<file path="src/rtl/axi_mem_bridge_if.sv">
// Signal bundle for axi_mem_bridge: the AXI3 slave channels plus the word-wide device port.
// The slave modport is the bridge; the master modport drives AXI and serves device reads.
interface axi_mem_bridge_if #(
    parameter int unsigned DATA_W = 32,
    parameter int unsigned ADDR_W = 32,
    parameter int unsigned ID_W   = 4,
    parameter int unsigned OFFS_W = 6
);
    logic [ID_W-1:0]     aw_id;
    logic [ADDR_W-1:0]   aw_addr;
    logic [3:0]          aw_len;
    logic [2:0]          aw_size;
    logic [1:0]          aw_burst;
    logic                aw_valid;
    logic                aw_ready;

    logic [ID_W-1:0]     w_id;
    logic [DATA_W-1:0]   w_data;
    logic [DATA_W/8-1:0] w_strb;
    logic                w_last;
    logic                w_valid;
    logic                w_ready;

    logic [ID_W-1:0]     b_id;
    logic [1:0]          b_resp;
    logic                b_valid;
    logic                b_ready;

    logic [ID_W-1:0]     ar_id;
    logic [ADDR_W-1:0]   ar_addr;
    logic [3:0]          ar_len;
    logic [2:0]          ar_size;
    logic [1:0]          ar_burst;
    logic                ar_valid;
    logic                ar_ready;

    logic [ID_W-1:0]     r_id;
    logic [DATA_W-1:0]   r_data;
    logic [1:0]          r_resp;
    logic                r_last;
    logic                r_valid;
    logic                r_ready;

    logic                d_wen;
    logic                d_ren;
    logic [OFFS_W-1:0]   d_offset;
    logic [DATA_W-1:0]   d_wdata;
    logic [DATA_W/8-1:0] d_strb;
    logic [DATA_W-1:0]   d_rdata;

    modport slave (
        input  aw_id, aw_addr, aw_len, aw_size, aw_burst, aw_valid,
        output aw_ready,
        input  w_id, w_data, w_strb, w_last, w_valid,
        output w_ready,
        output b_id, b_resp, b_valid,
        input  b_ready,
        input  ar_id, ar_addr, ar_len, ar_size, ar_burst, ar_valid,
        output ar_ready,
        output r_id, r_data, r_resp, r_last, r_valid,
        input  r_ready,
        output d_wen, d_ren, d_offset, d_wdata, d_strb,
        input  d_rdata
    );

    modport master (
        output aw_id, aw_addr, aw_len, aw_size, aw_burst, aw_valid,
        input  aw_ready,
        output w_id, w_data, w_strb, w_last, w_valid,
        input  w_ready,
        input  b_id, b_resp, b_valid,
        output b_ready,
        output ar_id, ar_addr, ar_len, ar_size, ar_burst, ar_valid,
        input  ar_ready,
        input  r_id, r_data, r_resp, r_last, r_valid,
        output r_ready,
        input  d_wen, d_ren, d_offset, d_wdata, d_strb,
        output d_rdata
    );
endinterface

</file>
<file path="src/rtl/axi_mem_bridge.sv">
// AXI3 slave that turns one burst at a time into word accesses on a simple device port,
// round-robining between the write and read channels.
module axi_mem_bridge #(
    parameter int unsigned       DATA_W = 32,
    parameter int unsigned       ADDR_W = 32,
    parameter int unsigned       ID_W   = 4,
    parameter int unsigned       OFFS_W = 6,
    parameter logic [ADDR_W-1:0] BASE   = '0
) (
    input  logic            a_clk,
    input  logic            a_resetn,
    axi_mem_bridge_if.slave bus
);

    localparam int unsigned     BYTE_SH   = $clog2(DATA_W / 8);
    localparam longint unsigned WIN_BYTES = (64'd1 << OFFS_W) * 64'(DATA_W / 8);
    localparam logic            GRANT_RD  = 1'b0;
    localparam logic            GRANT_WR  = 1'b1;

    typedef enum logic [1:0] {StIdle, StWData, StWResp, StRData} state_t;

    state_t            r_state;
    logic              r_last_grant;
    logic [ID_W-1:0]   r_cap_id;
    logic [ADDR_W-1:0] r_addr;
    logic [3:0]        r_len;
    logic [2:0]        r_size;
    logic [1:0]        r_burst;
    logic [3:0]        r_beat_cnt;
    logic              r_err;

    logic              w_gnt_wr, w_gnt_rd;
    logic [ID_W-1:0]   w_a_id;
    logic [ADDR_W-1:0] w_a_addr;
    logic [3:0]        w_a_len;
    logic [2:0]        w_a_size;
    logic [1:0]        w_a_burst;
    logic              w_a_err;

    // Grant, request mux and burst-level legality of the request being accepted.
    always_comb begin
        w_gnt_wr = bus.aw_valid && (!bus.ar_valid || r_last_grant == GRANT_RD);
        w_gnt_rd = bus.ar_valid && (!bus.aw_valid || r_last_grant == GRANT_WR);
        if (w_gnt_wr) begin
            w_a_id    = bus.aw_id;
            w_a_addr  = bus.aw_addr;
            w_a_len   = bus.aw_len;
            w_a_size  = bus.aw_size;
            w_a_burst = bus.aw_burst;
        end else begin
            w_a_id    = bus.ar_id;
            w_a_addr  = bus.ar_addr;
            w_a_len   = bus.ar_len;
            w_a_size  = bus.ar_size;
            w_a_burst = bus.ar_burst;
        end
        w_a_err = (w_a_size > 3'(BYTE_SH)) || (w_a_burst == 2'b11);
        if (w_a_burst == 2'b10) begin
            if (!(w_a_len inside {4'd1, 4'd3, 4'd7, 4'd15})) w_a_err = 1'b1;
            if ((w_a_addr & ((ADDR_W'(1) << w_a_size) - ADDR_W'(1))) != '0) w_a_err = 1'b1;
        end
    end

    logic [ADDR_W-1:0] w_rel, w_step, w_wrap_mask, w_next_addr;
    logic              w_in_range, w_last_beat, w_w_hs, w_r_hs, w_id_ok, w_w_err;

    always_comb begin
        w_rel       = r_addr - BASE;
        w_in_range  = (r_addr >= BASE) && (64'(w_rel) < WIN_BYTES);
        w_step      = ADDR_W'(1) << r_size;
        w_wrap_mask = ((ADDR_W'(r_len) + ADDR_W'(1)) << r_size) - ADDR_W'(1);
        case (r_burst)
            2'b00:   w_next_addr = r_addr;
            2'b10:   w_next_addr = (r_addr & ~w_wrap_mask) | ((r_addr + w_step) & w_wrap_mask);
            default: w_next_addr = r_addr + w_step;
        endcase
        w_last_beat = (r_beat_cnt == r_len);
        w_w_hs      = (r_state == StWData) && bus.w_valid;
        w_r_hs      = (r_state == StRData) && bus.r_ready;
        w_id_ok     = (bus.w_id == r_cap_id);
        // Covers early w_last, missing w_last and beats past the end of the burst.
        w_w_err     = !w_in_range || !w_id_ok || (bus.w_last != w_last_beat);
    end

    always_ff @(posedge a_clk or negedge a_resetn) begin
        if (!a_resetn) begin
            r_state      <= StIdle;
            r_last_grant <= GRANT_RD;
            r_cap_id     <= '0;
            r_addr       <= '0;
            r_len        <= '0;
            r_size       <= '0;
            r_burst      <= '0;
            r_beat_cnt   <= '0;
            r_err        <= 1'b0;
        end else begin
            unique case (r_state)
                StIdle: begin
                    if (w_gnt_wr || w_gnt_rd) begin
                        r_cap_id     <= w_a_id;
                        r_addr       <= w_a_addr;
                        r_len        <= w_a_len;
                        r_size       <= w_a_size;
                        r_burst      <= w_a_burst;
                        r_beat_cnt   <= '0;
                        r_err        <= w_a_err;
                        r_last_grant <= w_gnt_wr ? GRANT_WR : GRANT_RD;
                        r_state      <= w_gnt_wr ? StWData : StRData;
                    end
                end
                StWData: begin
                    if (w_w_hs) begin
                        r_beat_cnt <= r_beat_cnt + 4'd1;
                        r_addr     <= w_next_addr;
                        if (w_w_err) r_err <= 1'b1;
                        if (bus.w_last) r_state <= StWResp;
                    end
                end
                StWResp: begin
                    if (bus.b_ready) r_state <= StIdle;
                end
                StRData: begin
                    if (w_r_hs) begin
                        r_beat_cnt <= r_beat_cnt + 4'd1;
                        r_addr     <= w_next_addr;
                        if (w_last_beat) r_state <= StIdle;
                    end
                end
                default: r_state <= StIdle;
            endcase
        end
    end

    always_comb begin
        bus.aw_ready = (r_state == StIdle) && w_gnt_wr;
        bus.ar_ready = (r_state == StIdle) && w_gnt_rd;
        bus.w_ready  = (r_state == StWData);
        bus.b_valid  = (r_state == StWResp);
        bus.b_id     = r_cap_id;
        bus.b_resp   = ((r_state == StWResp) && r_err) ? 2'b10 : 2'b00;
        bus.r_valid  = (r_state == StRData);
        bus.r_id     = r_cap_id;
        bus.r_last   = (r_state == StRData) && w_last_beat;
        bus.r_resp   = ((r_state == StRData) && (r_err || !w_in_range)) ? 2'b10 : 2'b00;
        bus.r_data   = ((r_state == StRData) && !r_err && w_in_range) ? bus.d_rdata : '0;
        bus.d_ren    = w_r_hs;
        bus.d_wen    = w_w_hs && !r_err && w_in_range && w_id_ok;
        // Never present a wrapped offset for a beat outside the window.
        bus.d_offset = (((r_state == StRData) || (r_state == StWData)) && w_in_range)
                       ? OFFS_W'(w_rel >> BYTE_SH) : '0;
        bus.d_wdata  = bus.w_data;
        bus.d_strb   = bus.w_strb;
    end

endmodule

</file>
<file path="src/flat_wrapper.sv">
// flat-port wrapper written by rule: the top's interface ports become plain ports
module axi_mem_bridge_flat 
#(
    parameter int unsigned       DATA_W = 32,
    parameter int unsigned       ADDR_W = 32,
    parameter int unsigned       ID_W   = 4,
    parameter int unsigned       OFFS_W = 6,
    parameter logic [ADDR_W-1:0] BASE   = '0
)
  (a_clk, a_resetn, bus_aw_id, bus_aw_addr, bus_aw_len, bus_aw_size, bus_aw_burst, bus_aw_valid, bus_aw_ready, bus_w_id, bus_w_data, bus_w_strb, bus_w_last, bus_w_valid, bus_w_ready, bus_b_id, bus_b_resp, bus_b_valid, bus_b_ready, bus_ar_id, bus_ar_addr, bus_ar_len, bus_ar_size, bus_ar_burst, bus_ar_valid, bus_ar_ready, bus_r_id, bus_r_data, bus_r_resp, bus_r_last, bus_r_valid, bus_r_ready, bus_d_wen, bus_d_ren, bus_d_offset, bus_d_wdata, bus_d_strb, bus_d_rdata);
  axi_mem_bridge_if #(.DATA_W(DATA_W), .ADDR_W(ADDR_W), .ID_W(ID_W), .OFFS_W(OFFS_W)) bus_i ();
  input  logic a_clk;
  input  logic a_resetn;
  input wire logic [$bits(bus_i.aw_id)-1:0] bus_aw_id;
  input wire logic [$bits(bus_i.aw_addr)-1:0] bus_aw_addr;
  input wire logic [$bits(bus_i.aw_len)-1:0] bus_aw_len;
  input wire logic [$bits(bus_i.aw_size)-1:0] bus_aw_size;
  input wire logic [$bits(bus_i.aw_burst)-1:0] bus_aw_burst;
  input wire logic [$bits(bus_i.aw_valid)-1:0] bus_aw_valid;
  output wire logic [$bits(bus_i.aw_ready)-1:0] bus_aw_ready;
  input wire logic [$bits(bus_i.w_id)-1:0] bus_w_id;
  input wire logic [$bits(bus_i.w_data)-1:0] bus_w_data;
  input wire logic [$bits(bus_i.w_strb)-1:0] bus_w_strb;
  input wire logic [$bits(bus_i.w_last)-1:0] bus_w_last;
  input wire logic [$bits(bus_i.w_valid)-1:0] bus_w_valid;
  output wire logic [$bits(bus_i.w_ready)-1:0] bus_w_ready;
  output wire logic [$bits(bus_i.b_id)-1:0] bus_b_id;
  output wire logic [$bits(bus_i.b_resp)-1:0] bus_b_resp;
  output wire logic [$bits(bus_i.b_valid)-1:0] bus_b_valid;
  input wire logic [$bits(bus_i.b_ready)-1:0] bus_b_ready;
  input wire logic [$bits(bus_i.ar_id)-1:0] bus_ar_id;
  input wire logic [$bits(bus_i.ar_addr)-1:0] bus_ar_addr;
  input wire logic [$bits(bus_i.ar_len)-1:0] bus_ar_len;
  input wire logic [$bits(bus_i.ar_size)-1:0] bus_ar_size;
  input wire logic [$bits(bus_i.ar_burst)-1:0] bus_ar_burst;
  input wire logic [$bits(bus_i.ar_valid)-1:0] bus_ar_valid;
  output wire logic [$bits(bus_i.ar_ready)-1:0] bus_ar_ready;
  output wire logic [$bits(bus_i.r_id)-1:0] bus_r_id;
  output wire logic [$bits(bus_i.r_data)-1:0] bus_r_data;
  output wire logic [$bits(bus_i.r_resp)-1:0] bus_r_resp;
  output wire logic [$bits(bus_i.r_last)-1:0] bus_r_last;
  output wire logic [$bits(bus_i.r_valid)-1:0] bus_r_valid;
  input wire logic [$bits(bus_i.r_ready)-1:0] bus_r_ready;
  output wire logic [$bits(bus_i.d_wen)-1:0] bus_d_wen;
  output wire logic [$bits(bus_i.d_ren)-1:0] bus_d_ren;
  output wire logic [$bits(bus_i.d_offset)-1:0] bus_d_offset;
  output wire logic [$bits(bus_i.d_wdata)-1:0] bus_d_wdata;
  output wire logic [$bits(bus_i.d_strb)-1:0] bus_d_strb;
  input wire logic [$bits(bus_i.d_rdata)-1:0] bus_d_rdata;
  assign bus_i.aw_id = bus_aw_id;
  assign bus_i.aw_addr = bus_aw_addr;
  assign bus_i.aw_len = bus_aw_len;
  assign bus_i.aw_size = bus_aw_size;
  assign bus_i.aw_burst = bus_aw_burst;
  assign bus_i.aw_valid = bus_aw_valid;
  assign bus_aw_ready = bus_i.aw_ready;
  assign bus_i.w_id = bus_w_id;
  assign bus_i.w_data = bus_w_data;
  assign bus_i.w_strb = bus_w_strb;
  assign bus_i.w_last = bus_w_last;
  assign bus_i.w_valid = bus_w_valid;
  assign bus_w_ready = bus_i.w_ready;
  assign bus_b_id = bus_i.b_id;
  assign bus_b_resp = bus_i.b_resp;
  assign bus_b_valid = bus_i.b_valid;
  assign bus_i.b_ready = bus_b_ready;
  assign bus_i.ar_id = bus_ar_id;
  assign bus_i.ar_addr = bus_ar_addr;
  assign bus_i.ar_len = bus_ar_len;
  assign bus_i.ar_size = bus_ar_size;
  assign bus_i.ar_burst = bus_ar_burst;
  assign bus_i.ar_valid = bus_ar_valid;
  assign bus_ar_ready = bus_i.ar_ready;
  assign bus_r_id = bus_i.r_id;
  assign bus_r_data = bus_i.r_data;
  assign bus_r_resp = bus_i.r_resp;
  assign bus_r_last = bus_i.r_last;
  assign bus_r_valid = bus_i.r_valid;
  assign bus_i.r_ready = bus_r_ready;
  assign bus_d_wen = bus_i.d_wen;
  assign bus_d_ren = bus_i.d_ren;
  assign bus_d_offset = bus_i.d_offset;
  assign bus_d_wdata = bus_i.d_wdata;
  assign bus_d_strb = bus_i.d_strb;
  assign bus_i.d_rdata = bus_d_rdata;
  axi_mem_bridge #(.DATA_W(DATA_W), .ADDR_W(ADDR_W), .ID_W(ID_W), .OFFS_W(OFFS_W), .BASE(BASE)) u_core (.a_clk(a_clk), .a_resetn(a_resetn), .bus(bus_i));
endmodule
</file>
<file path="config.mk">
export PLATFORM = sky130hd
export DESIGN_NAME = axi_mem_bridge_flat
export DESIGN_NICKNAME = d
export VERILOG_FILES = /design/src/rtl/axi_mem_bridge_if.sv /design/src/rtl/axi_mem_bridge.sv /design/src/flat_wrapper.sv
export SDC_FILE = /design/constraint.sdc
export NUM_CORES = 1
export LEC_CHECK = 0
export CAP_MARGIN = 20
export CORE_AREA = 5 5 122 124
export CTS_BUF_LIST = sky130_fd_sc_hd__clkbuf_4 sky130_fd_sc_hd__clkbuf_8
export CTS_CLUSTER_DIAMETER = 120
export CTS_CLUSTER_SIZE = 12
export DETAILED_ROUTE_END_ITERATION = 6
export DIE_AREA = 0 0 127 129
export PLACE_DENSITY = 0.76
export SLEW_MARGIN = 25
export SYNTH_ARGS = -nofsm -noshare
export SYNTH_HDL_FRONTEND = slang
export SYNTH_SLANG_ARGS = --single-unit
export TNS_END_PERCENT = 5
</file>
<file path="constraint.sdc">
create_clock -name a_clk -period 8.3 [get_ports a_clk]
set_input_delay 0.83 -clock a_clk [delete_from_list [all_inputs] [get_ports a_clk]]
set_output_delay 0.83 -clock a_clk [all_outputs]
set_load 0.02 [all_outputs]
</file>
==> key figures <==
Outcome
  • Status: finished, final reports clean

Power and ir drop
  • Total Power: ~2.3 mW
  • Max rail drop VDD: 182 uV
  • Leak pwr: 2.98 nW
  • Pwr Density: 316 mW/mm^2

Place
  • Pre-CTS WS: 4.35 ns
  • Final HPWL DP: 13800 um
  • Buffers on Ports: 189
  • Dpl cells: 1036
  • Gpl congestion: 0.908
  • Placed inst area: 0.00714 mm^2

GRT
  • Vias in the first global route: 5553
  • Largest net degree at the start of global routing: 62
  • Gr ovfl total: 0
  • Gr usage total: 21.3%
  • Initial antenna violation count: 0
  • First-pass GRT wire length: 28900 um

Floorplan
  • # rows: 43
  • Io pins: 264
  • Die height: 129 um
  • Initial Utilization: 40.0%
  • Core Region: between 0.01 and 0.015 mm^2
  • Die Area: 0.0164 mm^2
  • Die W: about 130 um

Timing
  • Slew Limit Fails: 0
  • Setup WS post-layout: 4.39 ns
  • Period utilisation layout: 47.1%
  • Fin Setup TNS: 0 ns
  • Post-Route Skew: 0.0123 ns
  • Final setup vio count: 0
  • Final hold vios: 0
  • Hold WS: 0.527 ns
  • Slew Limit Headroom: 34.5%
  • RSZ-0062 raised after global routing: false
  • Maximum clock frequency: roughly 260 MHz
  • Final Critical Period: 3.91 ns
  • Worst slew pin tran: between 0.9 and 1 ns

Synth
  • Synthesized area: 0.00547 mm^2
  • Cell count after synthesis: 751
  • #FFs+latches synth: 53
  • EDFF count, synth: 0
  • Synthesized area per cell: 7.28 um^2
  • Ys flop type: dfrtp_1
  • Netlist cell types: 66
  • Asr flop ratio synth: 100%
  • Sequential fraction of the synthesis area: 24.2%
  • Yosys Warn Count: 0

Drt
  • Total Wirelength: 18400 um
  • Via count: 5924
  • DR vias/cell: 5.67
  • Detailed-route DRC error count: 0
  • DR WL/cell: roughly 18 um
  • Drt pass-1 iters: 5
  • Final ANT Viol Nets: 0
  • 1st-iter DRT viols: 485

Clocking
  • Clk slew on worst S/H paths: around 0.11 ns
  • CTS sink count: 53
  • Post-CTS setup buffer count: 0
  • Cts bufs inserted: 5
  • Htree depth: 2
  • Hold_buf cts: 0
  • Post-CTS sizing: 0
  • Clk_lat worst skew: 0.32 ns
  • CTS Root Cell: clkbuf_8
  • Max Root-Sink Buffers: 2
  • TritonCTS clock tree: built

Final layout
  • Layout area overhead: 32.1%
  • Commonest cells after routing, fill and taps aside: 188 x clkdlybuf4s50_1, 101 x nand2_1, 84 x a21oi_1, 62 x nor2_1, 52 x dfrtp_1
  • Layout cell share with drive strength beyond 1: 3.94%
  • Antenna cells: 0
  • Area occupied by multi-input gates: 0.00360 mm^2
  • Final net count: 1047
  • Final Core Density: 52.9%
  • Register area: about 0.0013 mm^2
  • Finished layout cell area: just over 0.007 mm^2
  • Final cell count without fillers: 1044
  • Filler cells: 1344
  • Commonest non-fill, non-tap cell in the layout: clkdlybuf4s50_1

Job
  • Max-cap violations: 0

Setup path
  • Setup CP Type: flip-flop to output pin
  • Critical path fanouts, max: 21
  • CP endpoint kind: output pin
  • Top delay family on crit path: simple AND/OR/NAND/NOR gates
  • Crit start category: flip-flop
  • WP data arrival: between 3 and 4 ns
  • Internal reg-to-reg setup slack: 4.57 ns
  • Required @ worst endpoint: 7.47 ns
  • Crit path largest cell delay: 0.64 ns
  • WP buf/inv: 2
  • Critical path's slowest cell: dfrtp_2
  • CP cell instances: inv_1 -> nor2_1 -> nand2_1 -> nor4_1 -> and3_1 -> clkdlybuf4s50_1

Hold path
  • Hold Crit Class: flip-flop to flip-flop
-- cells by family (layout without fill, tap and decap cells) --
kind of cell / count (synthesis) / in the layout / synth area share, %
mux: 27 / 27 / 5.03
other cells: 1 / 2 / 0.0686
flops: 53 / 53 / 24.2
xor+xnor: 25 / 25 / 4.00
simple gates: 323 / 323 / 29.8
buf+inv: 104 / 216 / 10.4
fa+ha+maj: 14 / 14 / 3.34
compound gates: 204 / 204 / 23.1
-- Yosys cell counts (4+ instances only) --
cell	count	share of area, %
a211oi_1	4	0.55
a21o_1	8	1.1
a21oi_1	84	7.7
a22oi_1	4	0.55
a31oi_1	11	1.3
and2_1	8	0.91
and3_1	51	5.8
and4_1	4	0.64
buf_2	8	0.73
buf_4	43	5.9
clkbuf_1	36	2.5
dfrtp_1	53	24
ha_1	13	3.0
inv_1	13	0.89
mux2_2	4	0.82
mux2i_1	23	4.2
nand2_1	101	6.9
nand2b_1	11	1.3
nand3_1	21	1.9
nand4_1	5	0.57
nor2_1	63	4.3
nor3_1	21	1.9
nor4_1	15	1.7
o21ai_0	35	3.2
o21ai_1	4	0.37
o22ai_1	11	1.3
o311ai_0	9	1.4
o31ai_1	4	0.55
xnor2_1	9	1.4
xor2_1	16	2.6
-- metal layers --
metal  track usage (%)  routed length (um)
met5                 0                   0
met4              4.98                 248
met3              3.57                1240
met2              33.6                8370
met1              30.6                8520
-- power breakdown --
part | switching, mW | internal (mW) | leakage (nW) | total [mW]
clock | 0.0971 | 0.0631 | 0.0408 | 0.160
combinational | 0.905 | 0.622 | 2.31 | 1.53
sequential | 0.214 | 0.381 | 0.628 | 0.595
-- worst reg2reg max path, stage by stage, from the launching register on --
cell      delay, ns
dfrtp_1        0.67
nor3_1         0.33
ha_1           0.22
inv_1          0.06
fa_1           0.38
nand2b_1       0.19
a21oi_1        0.36
o311a_1        0.38
and4_1         0.41
nand2_1        0.16
o311ai_0       0.30
o21ai_0        0.14
-- final timing paths --
| check | start | end | cells past startpoint |
|---|---|---|---|
| setup / recovery | u_core.r_state[0] | bus_d_wen | 6 |
| hold / removal | flip-flop | flip-flop | 2 |
| setup reg to reg | u_core.r_size[2] | flip-flop | 11 |
| hold reg to reg | flip-flop | flip-flop | 2 |
| max in group asynchronous | a_resetn | u_core.r_state[0] | 2 |
| min in group asynchronous | a_resetn | asynchronous set/reset pin | 2 |
-- area by class of cell --
| type | instances | area share [%] |
|---|---|---|
| multi-input cells | 595 | 49.8 |
| repair buffers | 195 | 26.7 |
| flip-flops and latches | 53 | 18.4 |
| well taps | 180 | 3.12 |
| clock buffers | 6 | 1.06 |
| inverters | 13 | 0.675 |
| clock inverters | 2 | 0.208 |
No activity file was read; power rests on OpenSTA's default activity.
